File: src/rtl/peridot_ft245_chmux.sv
// peridot_ft245_chmux
//   Channel multiplexer in front of the FT245 phy byte streams.
//   TX: round-robin, packet-granular arbitration of CHANNELS byte sources onto
//       one phy stream. A header (0x7C, ch) is inserted whenever the owning
//       channel changes. Payload bytes 0x7C/0x7D are escaped as 0x7D, b^0x20.
//   RX: parses the same framing and steers payload to per-channel sinks.
// Ports:
//   clock_sig, reset_sig (async, active-high)
//   phy_in_*    : byte stream to the phy TX sink
//   phy_out_*   : byte stream from the phy RX source
//   tx_*        : per-channel TX sinks (tx_data channel i at [8i+7:8i])
//   rx_*        : per-channel RX sources (rx_data shared by all channels)
// Optional feature (macro PERIDOT_FT245_CHMUX_BURSTLIMIT_EN):
//   releases a grant after BURST_LIMIT payload bytes without eop.
module peridot_ft245_chmux #(
    parameter int CHANNELS    = 2,
    parameter int BURST_LIMIT = 64
) (
    input  logic                    clock_sig,
    input  logic                    reset_sig,
    input  logic                    phy_in_ready,
    output logic                    phy_in_valid,
    output logic [7:0]              phy_in_data,
    output logic                    phy_out_ready,
    input  logic                    phy_out_valid,
    input  logic [7:0]              phy_out_data,
    input  logic [CHANNELS-1:0]     tx_valid,
    input  logic [8*CHANNELS-1:0]   tx_data,
    input  logic [CHANNELS-1:0]     tx_eop,
    output logic [CHANNELS-1:0]     tx_ready,
    output logic [CHANNELS-1:0]     rx_valid,
    output logic [7:0]              rx_data,
    input  logic [CHANNELS-1:0]     rx_ready
);
    localparam int         CW   = (CHANNELS > 1) ? $clog2(CHANNELS) : 1;
    localparam logic [7:0] MARK = 8'h7C;
    localparam logic [7:0] ESC  = 8'h7D;

    // ---------------------------------------------------------------- TX
    typedef enum logic [2:0] {T_IDLE, T_HDR_MARK, T_HDR_CH, T_DATA, T_ESC_DATA} tx_st_t;

    tx_st_t          tx_st_q, tx_st_d;
    logic [CW-1:0]   grant_q, grant_d;
    logic [CW-1:0]   cur_ch_q, cur_ch_d;
    logic            cur_vld_q, cur_vld_d;   // 0 = no owner yet, forces a header
    logic [CW-1:0]   rr_ptr_q, rr_ptr_d;
    logic            obuf_vld_q, obuf_vld_d;
    logic [7:0]      obuf_data_q, obuf_data_d;
    logic [7:0]      esc_byte_q, esc_byte_d;
    logic            esc_last_q, esc_last_d; // escaped byte ends the grant

    logic            can_load, rr_hit, g_valid, g_eop, burst_hit, rel;
    logic [CW-1:0]   rr_g, g_next;
    logic [7:0]      g_data;
    int              idx;

`ifdef PERIDOT_FT245_CHMUX_BURSTLIMIT_EN
    logic [7:0]      burst_cnt_q, burst_cnt_d;
    assign burst_hit = (burst_cnt_q == 8'(BURST_LIMIT - 1));
`else
    assign burst_hit = 1'b0;
`endif

    assign can_load     = ~obuf_vld_q | phy_in_ready;
    assign g_valid      = tx_valid[grant_q];
    assign g_eop        = tx_eop[grant_q];
    assign g_data       = tx_data[8*grant_q +: 8];
    assign rel          = g_eop | burst_hit;
    assign g_next       = (grant_q == CW'(CHANNELS - 1)) ? '0 : grant_q + CW'(1);
    assign phy_in_valid = obuf_vld_q;
    assign phy_in_data  = obuf_data_q;

    // First requester at or after rr_ptr; descending scan so the nearest wins.
    always_comb begin
        rr_hit = 1'b0;
        rr_g   = '0;
        idx    = 0;
        for (int k = CHANNELS - 1; k >= 0; k--) begin
            idx = int'(rr_ptr_q) + k;
            if (idx >= CHANNELS) idx = idx - CHANNELS;
            if (tx_valid[idx]) begin
                rr_hit = 1'b1;
                rr_g   = CW'(idx);
            end
        end
    end

    always_comb begin
        tx_st_d     = tx_st_q;
        grant_d     = grant_q;
        cur_ch_d    = cur_ch_q;
        cur_vld_d   = cur_vld_q;
        rr_ptr_d    = rr_ptr_q;
        obuf_vld_d  = obuf_vld_q & ~phy_in_ready;
        obuf_data_d = obuf_data_q;
        esc_byte_d  = esc_byte_q;
        esc_last_d  = esc_last_q;
        tx_ready    = '0;
`ifdef PERIDOT_FT245_CHMUX_BURSTLIMIT_EN
        burst_cnt_d = burst_cnt_q;
`endif
        case (tx_st_q)
            T_IDLE: if (rr_hit) begin
                grant_d = rr_g;
`ifdef PERIDOT_FT245_CHMUX_BURSTLIMIT_EN
                burst_cnt_d = '0;
`endif
                tx_st_d = (cur_vld_q && rr_g == cur_ch_q) ? T_DATA : T_HDR_MARK;
            end
            T_HDR_MARK: if (can_load) begin
                obuf_vld_d  = 1'b1;
                obuf_data_d = MARK;
                tx_st_d     = T_HDR_CH;
            end
            T_HDR_CH: if (can_load) begin
                obuf_vld_d  = 1'b1;
                obuf_data_d = 8'(grant_q);
                cur_ch_d    = grant_q;
                cur_vld_d   = 1'b1;
                tx_st_d     = T_DATA;
            end
            T_DATA: if (can_load && g_valid) begin
                tx_ready[grant_q] = 1'b1;
                obuf_vld_d        = 1'b1;
`ifdef PERIDOT_FT245_CHMUX_BURSTLIMIT_EN
                burst_cnt_d = burst_cnt_q + 8'd1;
`endif
                if (rel) rr_ptr_d = g_next;
                if (g_data == MARK || g_data == ESC) begin
                    obuf_data_d = ESC;
                    esc_byte_d  = g_data;
                    esc_last_d  = rel;
                    tx_st_d     = T_ESC_DATA;
                end else begin
                    obuf_data_d = g_data;
                    if (rel) tx_st_d = T_IDLE;
                end
            end
            T_ESC_DATA: if (can_load) begin
                obuf_vld_d  = 1'b1;
                obuf_data_d = esc_byte_q ^ 8'h20;
                tx_st_d     = esc_last_q ? T_IDLE : T_DATA;
            end
            default: tx_st_d = T_IDLE;
        endcase
    end

    always_ff @(posedge clock_sig or posedge reset_sig) begin
        if (reset_sig) begin
            tx_st_q     <= T_IDLE;
            grant_q     <= '0;
            cur_ch_q    <= '0;
            cur_vld_q   <= 1'b0;
            rr_ptr_q    <= '0;
            obuf_vld_q  <= 1'b0;
            obuf_data_q <= '0;
            esc_byte_q  <= '0;
            esc_last_q  <= 1'b0;
        end else begin
            tx_st_q     <= tx_st_d;
            grant_q     <= grant_d;
            cur_ch_q    <= cur_ch_d;
            cur_vld_q   <= cur_vld_d;
            rr_ptr_q    <= rr_ptr_d;
            obuf_vld_q  <= obuf_vld_d;
            obuf_data_q <= obuf_data_d;
            esc_byte_q  <= esc_byte_d;
            esc_last_q  <= esc_last_d;
        end
    end

`ifdef PERIDOT_FT245_CHMUX_BURSTLIMIT_EN
    always_ff @(posedge clock_sig or posedge reset_sig) begin
        if (reset_sig) burst_cnt_q <= '0;
        else           burst_cnt_q <= burst_cnt_d;
    end
`endif

    // ---------------------------------------------------------------- RX
    typedef enum logic [1:0] {R_NORMAL, R_MARK, R_ESC} rx_st_t;

    rx_st_t         rx_st_q, rx_st_d;
    logic [CW-1:0]  rx_ch_q, rx_ch_d;
    logic           rx_discard_q, rx_discard_d;
    logic           rx_full_q, rx_full_d;
    logic [7:0]     rx_data_q, rx_data_d;
    logic           take, deliver;
    logic [7:0]     dbyte;

    // Accepting only when empty means rx_ch never changes under a held byte.
    assign phy_out_ready = ~rx_full_q;
    assign take          = phy_out_valid & ~rx_full_q;
    assign rx_data       = rx_data_q;

    always_comb begin
        for (int i = 0; i < CHANNELS; i++)
            rx_valid[i] = rx_full_q & (rx_ch_q == CW'(i));
    end

    always_comb begin
        rx_st_d      = rx_st_q;
        rx_ch_d      = rx_ch_q;
        rx_discard_d = rx_discard_q;
        rx_full_d    = rx_full_q;
        rx_data_d    = rx_data_q;
        deliver      = 1'b0;
        dbyte        = phy_out_data;
        if (rx_full_q && rx_ready[rx_ch_q]) rx_full_d = 1'b0;
        if (take) begin
            case (rx_st_q)
                R_NORMAL: begin
                    if (phy_out_data == MARK)     rx_st_d = R_MARK;
                    else if (phy_out_data == ESC) rx_st_d = R_ESC;
                    else                          deliver = 1'b1;
                end
                R_MARK: begin
                    if (phy_out_data == MARK) begin
                        rx_st_d = R_MARK;
                    end else if (phy_out_data < 8'(CHANNELS)) begin
                        rx_ch_d      = phy_out_data[CW-1:0];
                        rx_discard_d = 1'b0;
                        rx_st_d      = R_NORMAL;
                    end else begin
                        rx_discard_d = 1'b1;
                        rx_st_d      = R_NORMAL;
                    end
                end
                R_ESC: begin
                    if (phy_out_data == MARK) begin
                        rx_st_d = R_MARK;       // aborted escape, nothing delivered
                    end else begin
                        deliver = 1'b1;
                        dbyte   = phy_out_data ^ 8'h20;
                        rx_st_d = R_NORMAL;
                    end
                end
                default: rx_st_d = R_NORMAL;
            endcase
        end
        if (deliver && !rx_discard_q) begin
            rx_data_d = dbyte;
            rx_full_d = 1'b1;
        end
    end

    always_ff @(posedge clock_sig or posedge reset_sig) begin
        if (reset_sig) begin
            rx_st_q      <= R_NORMAL;
            rx_ch_q      <= '0;
            rx_discard_q <= 1'b0;
            rx_full_q    <= 1'b0;
            rx_data_q    <= '0;
        end else begin
            rx_st_q      <= rx_st_d;
            rx_ch_q      <= rx_ch_d;
            rx_discard_q <= rx_discard_d;
            rx_full_q    <= rx_full_d;
            rx_data_q    <= rx_data_d;
        end
    end
endmodule

File: config.mk
export PLATFORM = sky130hd
export DESIGN_NAME = peridot_ft245_chmux
export DESIGN_NICKNAME = d
export VERILOG_FILES = /design/src/rtl/peridot_ft245_chmux.sv
export SDC_FILE = /design/constraint.sdc
export NUM_CORES = 1
export LEC_CHECK = 0
export CORE_MARGIN = 5
export CORE_UTILIZATION = 45
export CTS_BUF_LIST = sky130_fd_sc_hd__clkbuf_4 sky130_fd_sc_hd__clkbuf_8
export DETAILED_ROUTE_END_ITERATION = 16
export PLACE_DENSITY = 0.82
export SLEW_MARGIN = 10
export SYNTH_ARGS = -nofsm -noshare
export SYNTH_HDL_FRONTEND = slang
export SYNTH_SLANG_ARGS = --single-unit
File: constraint.sdc
create_clock -name clock_sig -period 1.8 [get_ports clock_sig]
set_input_delay 0.36 -clock clock_sig [delete_from_list [all_inputs] [get_ports clock_sig]]
set_output_delay 0.36 -clock clock_sig [all_outputs]
set_load 0.02 [all_outputs]
After elaboration in Yosys (flattened, before gate mapping)
Cells that the tools add are included.

Add/subtract/negate cells: 4. Magnitude comparators: 8. Eq/ne operators: 18. Shifts and indexed selects: 1. Muxes and demuxes: 57. Bitwise operators: 12. Reductions and logical operators: 22.

Operator list (count): < comparator 32 x 3 -> 1 bit, second input constant (2); 2-to-1 mux 32 bit (2); 2-to-1 mux 8 bit (5); equality test 8 x 7 -> 1 bit, second input constant (4); one-hot mux 8 bit (4 select lines) (1); 2-to-1 mux 1 bit (28); 2-to-1 mux 3 bit (7); 2-to-1 mux 6 bit (3); variable part select 16 x 5 -> 8 bit (1); one-hot mux 3 bit (5 select lines) (1); 2-to-1 mux 2 bit (6); != test 2 bit, second input constant (5); AND reduction 3 bit (3); < comparator 8 x 2 -> 1 bit, second input constant (1); NOT 1 bit (7); equality test 3 x 2 -> 1 bit, second input constant (2); != test 3 bit, second input constant (2); AND reduction 2 bit (3); AND reduction 6 bit (1); logical AND 1 bit (5); AND reduction 5 bit (1); AND 1 bit (4); < comparator 1 x 2 -> 1 bit, second input constant (2); one-hot mux 1 bit (2 select lines) (2); 24 further kinds (24).

Bits in registers: 38. Bits of input ports: 34. Logic and storage cells: 136.

Longest topological paths before layout
Depth in word-level cells: 13. Mapped depth: 7. Mapped depth without buffers: 5.

Worst setup path after synthesis
OpenSTA, ideal clock, no wires.

Path kind: reg-to-reg. From: reg grant_q. To: reg esc_byte_q[0]. Setup time: 0.125 ns. Arrival: 1.647 ns. Required time: 1.675 ns. Path slack: 0.028 ns. Cell stages (with the launch flop): 7. Buffers on the path: 2. Path through: dfrtp_1 > buf_6 > mux2_4 > a221oi_4 > and3_1 > buf_4 > mux2_2.

Cells in the longest elaborated chain, start to end: 4. Elaborated cells between the ends (all ways): 8. Classes of those cells: 2 x eq/ne; 1 x shift; 2 x mux; 3 x reduce/logical.

RTL lines: from (decl) (line 43) `logic [CW-1:0] grant_q, grant_d;`; from (signal assigned) (line 161) `grant_q <= grant_d;`; variable part select 16 x 5 -> 8 bit / 2-to-1 mux 1 bit (equally long branches) (line 67, 65); equality test 8 x 7 -> 1 bit / 2-to-1 mux 1 bit (equally long branches) (line 129, 65); logical OR 1 bit / logical AND 1 bit (equally long branches) (line 129, 122); AND reduction 3 bit (no line); to (signal assigned) (line 167) `esc_byte_q <= esc_byte_d;`; to (decl) (line 49) `logic [7:0] esc_byte_q, esc_byte_d;`.

Several ways; a longest one is shown, not always the timed one. The select of a mux whose other input is x is not followed. A chain may end at the register's enable or synchronous reset.

Final worst setup path
Ends and elaborated chain as after synthesis.

==> metrics.md <==
| Metric | Value |
|---|---|
| Remaining global-route overflow | `0` |
| Syn nets | `233` |
| Psw | `1.694 mW` |
| Slowest CP cell | `dfrtp_2` |
| Sw frac | `35.20%` |
| Crit end category | `flop` |
| Flop pwr share | `27.6%` |
| Placer Congestion | `0.8581` |
| Sink Count | `38` |
| H-tree depth | `2` |
| Clk root buf | `clkbuf_8` |
| Layout fillers | `324` |
| Synth Cell Area | `0.002056 mm2` |
| Ys Warns | `0` |
| Fin. Hold Viols | `0` |
| Yosys reg bits | `38` |
| Antenna diodes | `0` |
| Area leader, netlist | `dfrtp_1` |
| CP Launch Type | `flop` |
| Routed WL | `approximately 5400 um` |
| Max clock buf depth | `2` |
| Crit Path Class | `flop to flop` |
| Fin Setup TNS | `-43.99 ps` |
| Violated checks | `negative setup slack` |
| Routed vias/inst | `~5.4` |
| DR WL/cell | `15.87 um` |
| Gate Count Post-Synth | `195` |
| Max rail drop VDD | `775.9 uV` |
| Largest cells by area after synthesis | `dfrtp_1 (46%), mux2_2 (8.2%), mux2i_1 (4.4%)` |
| Period minus WS final | `1816 ps` |
| HPWL after DPL | `3933 um` |
| Worst Path Required | `about 2000 ps` |
| RSZ-0062 raised after global routing | `yes` |
| IO Port Bufs | `55` |
| Vias in the first global route | `1887` |
| Die height | `a little under 80 um` |
| Commonest non-fill, non-tap cell in the layout | `clkdlybuf4s50_1` |
| Status | `complete, but fails checks` |
| Hold buffer count at CTS | `0` |
| Area fraction of the dominant cell type after synthesis | `46.26%` |
| Die ar. | `0.006020 mm2` |
| FP Rows | `24` |
| Max-Cap Viols | `0` |
| Antenna Nets Post-Route | `0` |
| Worst EP arrival | `1990 ps` |
| # setup viols final | `3` |
| Max-slew headroom at the worst pin | `68.43%` |
| Vias | `1855` |
| Clock slew at reported path FFs | `70 ps` |
| Final critical-path share of the clock period | `100.9%` |
| Final layout net count | `327` |
| Pleak | `~1.5 nW` |
| P per Cell Area | `1518 mW/mm2` |
| Worst Setup Slack, final | `-16.46 ps` |
| Crit-path cells | `buf_6 -> mux2_4 -> a221oi_4 -> and3_4 -> mux2_4` |
| Initial antenna violation count | `0` |
| Sequential area share after synthesis | `46.26%` |
| Global-route wire length before repair | `8873 um` |
| Post-synth cell types | `48` |
| Core box area | `0.004384 mm2` |
| Cell Int Power | `approximately 3.1 mW` |
| Crit-path max cell delay | `450 ps` |
| Logic pwr share | `53.8%` |
| Worst reg-to-reg setup slack | `-20 ps` |
| CTS buffer count | `5` |
| P&R area growth vs syn | `54.23%` |
| IO Pins | `56` |
| Sequential cell area | `952.2 um2` |
| Most frequent cells in the layout | `clkdlybuf4s50_1 (42), dfrtp_1 (37), buf_4 (37)` |
| Initial core utilization | `46.89%` |
| CTS tree | `yes` |
| Worst hold path class | `input pin to flop` |
| Pin count of the biggest net entering global routing | `39` |
| Worst Clk Skew | `5.531 ps` |
| Placed Cells incl. Taps | `327` |
| Cell mode on critical path | `mux2_4` |
| Worst-margin pin slew | `473.5 ps` |
| Syn_area_per_cell | `10.54 um2` |
| Global-route usage over all layers | `between 15 and 20%` |
| Top FF cell, synth | `dfrtp_1` |
| Number of flops mapped to enable cells by yosys | `0` |
| Die width | `77.59 um` |
| Share of post-route cells with drive strength above 1 | `~33%` |
| Starting DRT DRC Count | `about 120` |
| Slew Limit Fails | `0` |
| DR DRC count | `0` |
| Post-synthesis async set-or-reset flop share | `100.0%` |
| Max FO, Critical Path | `4` |
| 1st-pass router iterations | `4` |
| Achievable Freq | `550.5 MHz` |
| Clock power share | `between 10% and 20%` |
| Multi-input logic area | `0.001084 mm2` |
| Skew-Pair Late Insertion Delay | `290 ps` |
| Post-Layout Cell Count | `342` |
## critical path: cells and delay by family (launching register included)
kind                   cells  cell delay, ps
AO/OA/AOI/OAI              1             210
buffers and inverters      1             150
flip-flops                 1             450
multiplexers               2             630
AND/OR/NAND/NOR            1             260
## registers in the layout, indices dropped and copies added, names as in the netlist
| signal | cells |
|---|---|
| phy_in_data | 8 |
| rx_discard_q | 1 |
| rx_ch_q | 1 |
| rx_full_q | 1 |
| grant_q | 1 |
| rr_ptr_q | 1 |
| esc_byte_q | 8 |
| esc_last_q | 1 |
| tx_st_q | 3 |
| cur_vld_q | 1 |
| cur_ch_q | 1 |
| rx_data | 8 |
| phy_in_valid | 1 |
| rx_st_q | 2 |
## per-layer routing
layer | global-route usage (%) | part of all wire [%]
met5 | 0 | 0
met1 | 23.09 | 43
met2 | 28.38 | 48
met4 | 6.701 | 1.5
met3 | 5.671 | 7.1
## power groups by stage
stage / Combinational, mW / Clock (mW) / Sequential, mW
after detailed placement: 2.35 / 0 / 1.33
after global routing: 2.78 / 0.946 / 1.37
after CTS: 2.41 / 0.911 / 1.32
final: 2.59 / 0.893 / 1.33
after global placement: 2.30 / 0 / 1.32
after floorplan: 1.12 / 0 / 1.52
## final cells by class
| type | count | area share [%] |
|---|---|---|
| clock inverters | 2 | 1.894 |
| repair buffers | 96 | 27.94 |
| flip-flops and latches | 38 | 30.03 |
| clock buffers | 6 | 2.605 |
| well taps | 52 | 2.052 |
| inverters | 11 | 1.302 |
| multi-input cells | 137 | 34.18 |
## logic make-up (layout without fill, tap and decap cells)
group	count (synthesis)	count (layout)	synth area share, %
AO/OA/AOI/OAI	42	42	15.40
XOR/XNOR	2	2	0.8523
adder cells (fa/ha/maj)	4	4	2.435
buffers and inverters	20	115	4.747
flip-flops	38	38	46.26
multiplexers	25	25	13.33
AND/OR/NAND/NOR	64	64	16.98
## through the flow
stage | area [um2] | setup slack [ps] | util [%] | power (mW) | hold slack (ps)
global route | 3171 | -84.19 | 72.32 | 5.093 | 440.6
global placement | 2883 | -448.0 | 65.75 | 3.618 | 451.2
detailed placement | 2883 | -504.6 | 65.75 | 3.678 | 454.7
floorplan | 2056 | 28.36 | - | 2.636 | 434.4
finish | 3171 | -16.46 | 72.32 | 4.814 | 429.9
CTS | 3053 | -39.72 | 69.63 | 4.635 | 462.3
## cells in the mapped netlist (3+ instances only)
cell type	number
ha_1	4
a21oi_1	8
buf_2	3
nor3_1	3
inv_1	11
clkbuf_1	3
o22a_1	5
nand3_1	4
nor2_1	11
dfrtp_1	38
nor2b_1	5
nand3b_1	4
or2_2	5
nand2_1	14
mux2_2	15
o21ai_0	10
and3_1	4
nand2b_1	4
mux2i_1	9
## what timing repair did
| item | in CTS | in global routing |
|---|---|---|
| buffers inserted | 1 | 6 |
| cloned | 0 | 0 |
| endpoints found under the setup margin | 17 | 16 |
| pin swaps | 8 | 9 |
| gates resized for setup | 26 | 23 |
## final timing paths
| check | from | to | depth (start not counted) |
|---|---|---|---|
| worst min register to register | cur_vld_q | cur_vld_q | 1 |
| worst max register to register | grant_q | esc_byte_q[0] | 5 |
| worst min-delay path | tx_valid[0] | grant_q | 3 |
| min in group asynchronous | reset_sig | rr_ptr_q | 3 |
| max in group asynchronous | reset_sig | grant_q | 3 |
| worst max-delay path | grant_q | esc_byte_q[0] | 5 |
(Power assumes the default switching activity.)
